`src/rtl/axis_pkt_pad_keep.sv`:
```
// AXI-Stream transmit padder: packets shorter than MIN_BEATS are extended with filler beats (tdata=0, tkeep=0).
// Optional padding statistics are built only when AXIS_PAD_STATS_EN is defined.
//   state | meaning
//   PASS  | upstream beats are forwarded, beat_cnt tracks packet length
//   PAD   | upstream stalled, filler beats emitted until MIN_BEATS reached
module axis_pkt_pad_keep #(
  parameter int DSIZE     = 8,
  parameter int KSIZE     = 1,
  parameter int USIZE     = 1,
  parameter int MIN_BEATS = 4
) (
  input  logic             clock,
  input  logic             rst,
  input  logic [DSIZE-1:0] s_axis_tdata,
  input  logic [KSIZE-1:0] s_axis_tkeep,
  input  logic [USIZE-1:0] s_axis_tuser,
  input  logic             s_axis_tlast,
  input  logic             s_axis_tvalid,
  output logic             s_axis_tready,
  output logic [DSIZE-1:0] m_axis_tdata,
  output logic [KSIZE-1:0] m_axis_tkeep,
  output logic [USIZE-1:0] m_axis_tuser,
  output logic             m_axis_tlast,
  output logic             m_axis_tvalid,
  input  logic             m_axis_tready,
  output logic [15:0]      pad_pkt_cnt,
  output logic [31:0]      pad_beat_cnt
);

  typedef enum logic {PASS, PAD} state_t;

  localparam logic [16:0] MIN_W = 17'(MIN_BEATS);

  state_t           state_q;
  logic [15:0]      beat_cnt_q;
  logic [USIZE-1:0] user_q;
  logic [DSIZE-1:0] tdata_q;
  logic [KSIZE-1:0] tkeep_q;
  logic [USIZE-1:0] tuser_q;
  logic             tlast_q;
  logic             tvalid_q;
  logic             load;
  logic [16:0]      beat_inc;

  assign load          = !tvalid_q || m_axis_tready;
  assign beat_inc      = {1'b0, beat_cnt_q} + 17'd1;
  // Gated by rst so upstream never sees ready while reset is still asserted.
  assign s_axis_tready = !rst && (state_q == PASS) && load;

  assign m_axis_tdata  = tdata_q;
  assign m_axis_tkeep  = tkeep_q;
  assign m_axis_tuser  = tuser_q;
  assign m_axis_tlast  = tlast_q;
  assign m_axis_tvalid = tvalid_q;

  always_ff @(posedge clock or posedge rst) begin
    if (rst) begin
      state_q    <= PASS;
      beat_cnt_q <= '0;
      user_q     <= '0;
      tdata_q    <= '0;
      tkeep_q    <= '0;
      tuser_q    <= '0;
      tlast_q    <= 1'b0;
      tvalid_q   <= 1'b0;
    end else if (load) begin
      case (state_q)
        PASS: begin
          if (s_axis_tvalid) begin
            tvalid_q <= 1'b1;
            tdata_q  <= s_axis_tdata;
            tkeep_q  <= s_axis_tkeep;
            tuser_q  <= s_axis_tuser;
            if (s_axis_tlast && (beat_inc >= MIN_W)) begin
              tlast_q    <= 1'b1;
              beat_cnt_q <= '0;
            end else if (s_axis_tlast) begin
              tlast_q    <= 1'b0;
              user_q     <= s_axis_tuser;
              beat_cnt_q <= beat_inc[15:0];
              state_q    <= PAD;
            end else begin
              tlast_q <= 1'b0;
              if (beat_inc <= MIN_W) beat_cnt_q <= beat_inc[15:0];
            end
          end else begin
            tvalid_q <= 1'b0;
          end
        end
        PAD: begin
          tvalid_q <= 1'b1;
          tdata_q  <= '0;
          tkeep_q  <= '0;
          tuser_q  <= user_q;
          if (beat_inc >= MIN_W) begin
            tlast_q    <= 1'b1;
            beat_cnt_q <= '0;
            state_q    <= PASS;
          end else begin
            tlast_q    <= 1'b0;
            beat_cnt_q <= beat_inc[15:0];
          end
        end
        default: state_q <= PASS;
      endcase
    end
  end

`ifdef AXIS_PAD_STATS_EN
  logic [15:0] pad_pkt_q;
  logic [31:0] pad_beat_q;
  logic        filler_q;

  // filler_q marks that the beat currently held in the output register is a filler beat.
  always_ff @(posedge clock or posedge rst) begin
    if (rst) begin
      pad_pkt_q  <= '0;
      pad_beat_q <= '0;
      filler_q   <= 1'b0;
    end else begin
      if (load) filler_q <= (state_q == PAD);
      if (load && (state_q == PASS) && s_axis_tvalid && s_axis_tlast && (beat_inc < MIN_W))
        pad_pkt_q <= pad_pkt_q + 16'd1;
      if (tvalid_q && m_axis_tready && filler_q)
        pad_beat_q <= pad_beat_q + 32'd1;
    end
  end

  assign pad_pkt_cnt  = pad_pkt_q;
  assign pad_beat_cnt = pad_beat_q;
`else
  assign pad_pkt_cnt  = '0;
  assign pad_beat_cnt = '0;
`endif

endmodule
```
`config.mk`:
```
export PLATFORM = sky130hd
export DESIGN_NAME = axis_pkt_pad_keep
export DESIGN_NICKNAME = d
export VERILOG_FILES = /design/src/rtl/axis_pkt_pad_keep.sv
export SDC_FILE = /design/constraint.sdc
export NUM_CORES = 1
export LEC_CHECK = 0
export CAP_MARGIN = 20
export CORE_MARGIN = 2
export CORE_UTILIZATION = 45
export CTS_BUF_LIST = sky130_fd_sc_hd__clkbuf_8
export CTS_CLUSTER_DIAMETER = 80
export CTS_CLUSTER_SIZE = 10
export DETAILED_ROUTE_END_ITERATION = 7
export PLACE_DENSITY = 0.92
export SYNTH_ARGS = -nofsm -noshare
export SYNTH_HDL_FRONTEND = slang
export SYNTH_SLANG_ARGS = --single-unit
export TNS_END_PERCENT = 20
```
`constraint.sdc`:
```
create_clock -name clock -period 3.3 [get_ports clock]
set_input_delay 0.66 -clock clock [delete_from_list [all_inputs] [get_ports clock]]
set_output_delay 0.66 -clock clock [all_outputs]
set_load 0.01 [all_outputs]
```
==> Word level (Yosys, flattened, before mapping) <==
Cells that the tools add are included.
{ "totals": {"wordCells": 47, "out_inout_bits": 61, "reg_bits": 30, "inputBits": 15} }
{ "classes": {"magnitude_cmp": 2, "bitwise": 2, "add_sub_neg": 1, "eq_ne": 2, "reduce_logical": 9, "mux": 23} }
{ "op_table": {"columns": ["operator", "n"], "rows": [
  ["2-to-1 mux 16 bit", 5],
  ["one-hot mux 16 bit (2 select lines)", 1],
  ["adder 16 x 1 -> 17 bit, second input constant", 1],
  ["greater-or-equal comparator 17 x 3 -> 1 bit, second input constant", 1],
  ["<= comparator 17 x 3 -> 1 bit, second input constant", 1],
  ["one-hot mux 8 bit (2 select lines)", 1],
  ["2-to-1 mux 1 bit", 10],
  ["one-hot mux 1 bit (2 select lines)", 5],
  ["2-to-1 mux 8 bit", 1],
  ["AND reduction 5 bit", 1],
  ["!= test 4 x 2 -> 1 bit, second input constant", 1],
  ["logical AND 1 bit", 3],
  ["AND reduction 3 bit", 1],
  ["logical NOT 1 bit", 2],
  ["!= test 2 bit, second input constant", 1],
  ["NOT 1 bit", 2],
  ["AND reduction 2 bit", 1],
  ["logical OR 1 bit", 1]
]} }

==> Longest topological paths before layout <==
{ "logic_depth": {"word_depth": 7, "ltp_mapped": 10, "depth_no_buf": 8} }

==> Least setup slack after synthesis <==
Ideal clock, no wire load.
{ "synth_path": {"kind": "flip-flop to flip-flop", "start": "register beat_cnt_q[0]", "end": "register user_q", "path_stages_with_launch": 11, "path_buffers": 2, "t_arrival_ps": 2336, "synth_period_minus_slack_ps": 2461, "path_slack_ps": 839, "required_ps": 3175, "cell_sequence": "dfrtp_1 > ha_1 > buf_2 > nand3_1 > nor3_1 > or3_1 > a2111oi_2 > and2_1 > buf_6 > nand3_2 > mux2_4"} }
{ "synth_via": {"elab_chain_len": 5} }
{ "synth_lines": {"columns": ["item", "line", "source"], "rows": [
  ["start, declared", "35", "logic [15:0] beat_cnt_q;"],
  ["start signal, assigned", "80", "beat_cnt_q <= beat_inc[15:0];"],
  ["start signal, assigned", "84", "if (beat_inc <= MIN_W) beat_cnt_q <= beat_inc[15:0];"],
  ["start signal, assigned", "101", "beat_cnt_q <= beat_inc[15:0];"],
  ["adder 16 x 1 -> 17 bit", "46", "assign beat_inc = {1'b0, beat_cnt_q} + 17'd1;"],
  ["greater-or-equal comparator 17 x 3 -> 1 bit", "74", "if (s_axis_tlast && (beat_inc >= MIN_W)) begin"],
  ["logical AND 1 bit", "74", null],
  ["NOT 1 bit (no source line)", null, null],
  ["AND reduction 5 bit (no source line)", null, null],
  ["end signal, assigned", "79", "user_q <= s_axis_tuser;"],
  ["end, declared", "36", "logic [USIZE-1:0] user_q;"]
]} }
No other way between the ends.
A chain may end at the register's enable or synchronous reset.

==> Worst setup path in the final report <==
Ends and elaborated chain as after synthesis.

==> results.toml <==
[clock_tree]
path_clk_slew_ns = 0.06
h-tree-depth = 2
cts.sinks = 30
cts_root_buffer = "clkbuf_8"
clock_latency_ns = 0.27
clockBufferDepth = 2
cts-resized-gates = 0
postCtsHoldBufs = 0
cts_tree = "yes"
cts_inserted_buffers = 5
post-cts-setup-buffers = 0

[worst_setup_path]
cp_cell_sequence = "ha_1, nand3_1, nor3_1, nand4_1, a2111oi_2, and2_1, nand3_2, mux2_4"
worstPathRequired_ns = 3.46
slowest_stage = "dfrtp_1"
crit_path_max_incr_delay_ns = 0.48
critPathLaunchType = "register"
path_class = "reg -> reg"
cp.arrival_ns = 2.91
crit_path_end_kind = "register"
crit_fanout = 10

[drt]
first_iter_violations = 74
via_per_inst = 5.007
dr.pass1.iters = 4
met1_length_mm = 1.570
wl_per_cell_um = 12.40
drtAntennaViolNets = 0
drt_drc_violations_left = 0
dr_wl_met3_um = 256
dr_wl_met2_mm = 1.660
wirelength_mm = 3.535
vias = 1427
top_layer = "met4"

[synthesis]
ys_ff_latch = 30
yosysTopAreaCell = "dfrtp_1"
yosys_warnings = 0
yosysSeqAreaShare = 0.3886
synth.top_cell.area_share = 0.3886
synth_cell_types = 43
synth_area_sq_mm = 0.001932
syn_area_per_cell_sq_um = 9.243
ys_top_cells_by_area = "dfrtp_1 39%, buf_4 19%, o21a_1 5.1%"
synth_cells = 209

[floorplan]
io_pins = 76
fp.dieW_um = 69.52
die_h_um = 69.52
start_util = 0.4761
die_area_sq_mm = 0.004833
fp-row-count = 23
core_area_sq_mm = 0.004058

[place]
dpl.hpwl_mm = 2.538
pre_cts_ws_ns = 0.5887
gp_congestion = 0.8759
portBuffers = 27

[status]
outcome = "complete, no violations"

[sta]
finalHoldViolations = 0
fmax_mhz = 363.0
rsz0062_at_grt = "false"
finalMaxSlewViolations = 0
period_minus_slack_ns = 2.755
fin_worst_skew_ns = 0.003009
fin_ws_ns = 0.5451
setup_tns_ns = 0
post-route-period-util = 0.8348
setup_viol = 0

[pwr]
p_sw_frac = 0.3560
p_comb_frac = 0.388
internal-power_uw = 850.1
ir_drop_mv = 0.5161
powerDensity_mw_per_mm2 = 619.9
power.share.clock = 0.198
leakagePower_nw = 0.9813
seqPwrFrac = 0.415
p_switching_uw = 470.0

[global_route]
grt_antenna_before_repair = 0
grt_usage = 0.1560
grt_pass1_wl_mm = 6.106
grt_pass1_vias = 1269
grt_max_degree = 38
overflow = 0

[layout]
fillers = 361
layout-drive-gt1-share = 0.05957
diodes = 0
fin_nets = 251
area_growth_pct = 10.23
post-route-util = 0.5248

[flow_run]
maxCapViolations = 0

[min_path]
hp-class = "reg -> reg"
## cells in the mapped netlist, drive strengths merged
master / count
xor2: 1
a221o: 1
nand3b: 1
or4b: 1
clkbuf: 7
o211ai: 1
nor4: 1
buf: 51
or2: 1
and4: 1
a31o: 1
conb: 1
nand3: 7
a22o: 2
nand4: 5
o21ai: 15
a41oi: 1
or4: 1
and2: 1
a31oi: 3
nand2: 17
ha: 1
o31ai: 1
nand2b: 9
a21oi: 2
inv: 3
dfrtp: 30
mux2: 1
nor3: 5
or3: 4
xnor2: 1
nor2: 7
a211oi: 1
nor2b: 4
o21a: 13
a2111oi: 2
a22oi: 1
mux2i: 4
## area by class of cell
class | instances | area, sq um | share of cell area
flip-flops and latches | 30 | 750.7 | 0.3525
clock inverters | 2 | 7.507 | 0.003525
multi-input cells | 165 | 935.9 | 0.4395
well taps | 50 | 62.56 | 0.02938
clock buffers | 5 | 68.82 | 0.03231
repair buffers | 30 | 292.8 | 0.1375
inverters | 3 | 11.26 | 0.005288
## critical path: cells and delay by family (launching register included)
kind | cells | cell delay (ns)
compound gates | 1 | 0.37
fa+ha+maj | 1 | 0.41
flops | 1 | 0.48
mux | 1 | 0.31
simple gates | 5 | 1.08
## state kept, by name, indices dropped and copies added (netlist names)
signal         count
beat_cnt_q        16
m_axis_tuser       1
state_q            1
m_axis_tvalid      1
m_axis_tdata       8
m_axis_tkeep       1
m_axis_tlast       1
user_q             1
## metal layers
metal,vias up,GRT usage
li1,682,-
met1,670,0.2138
met2,71,0.2372
met3,4,0.03343
met4,0,0.06972
met5,-,0
## layout by cell type (no fill, tap or decap), types with 2 or more instances in the layout
master           count
o21a_1              13
dfrtp_1             30
clkbuf_8             5
nor2_1               7
nand4_1              5
mux2i_1              4
clkdlybuf4s50_1     27
o21ai_0              5
nor2b_1              4
buf_4                3
a21oi_1              2
a22o_1               2
inv_1                5
nor3_1               5
or3_1                4
o21ai_1              9
a31oi_1              3
nand3_1              6
conb_1              48
nand2b_1             9
nand2_1             17
## cells by family (layout without fill, tap and decap cells)
logic type / count (synthesis) / after routing / synth area share
xor gates and xnor gates: 2 / 2 / 0.009069
and+or+nand+nor: 65 / 65 / 0.1801
AOI/OAI and AO/OA: 44 / 44 / 0.1652
buffers and inverters: 61 / 40 / 0.2202
other: 1 / 48 / 0.001941
DFF: 30 / 30 / 0.3886
adders and majority gates: 1 / 1 / 0.006476
muxes: 5 / 5 / 0.02850
## stage by stage
stage,instances,instance area (sq um),hold WS (ns),power [mW]
after floorplan,256,2108,0.4812,0.8941
after global placement,278,2053,0.4689,1.043
after detailed placement,278,2053,0.4757,1.062
after CTS,285,2130,0.4889,1.330
after global routing,285,2130,0.5206,1.413
final,285,2130,0.4825,1.320
## final timing paths
path                                             startpoint                           to  slack (ns)  cells past startpoint
worst max-delay path              beat_cnt_q[0]$_DFFE_PP0P_           user_q$_DFFE_PP0P_        0.55                      8
worst min-delay path            m_axis_tdata[5]$_DFFE_PP0P_  m_axis_tdata[5]$_DFFE_PP0P_        0.48                      2
worst max register to register    beat_cnt_q[0]$_DFFE_PP0P_           user_q$_DFFE_PP0P_        0.55                      8
worst min register to register  m_axis_tdata[5]$_DFFE_PP0P_  m_axis_tdata[5]$_DFFE_PP0P_        0.48                      2
max in group asynchronous                               rst  m_axis_tdata[6]$_DFFE_PP0P_        2.22                      3
min in group asynchronous                               rst     m_axis_tkeep$_DFFE_PP0P_        0.81                      3
## power by group through the flow
stage	sequential [mW]	clock, mW	combinational, mW
floorplan	0.549	0	0.345
global placement	0.549	0	0.494
detailed placement	0.553	0	0.509
CTS	0.548	0.271	0.512
global route	0.569	0.285	0.559
finish	0.547	0.261	0.512
Power figures use the tool's default switching activity.
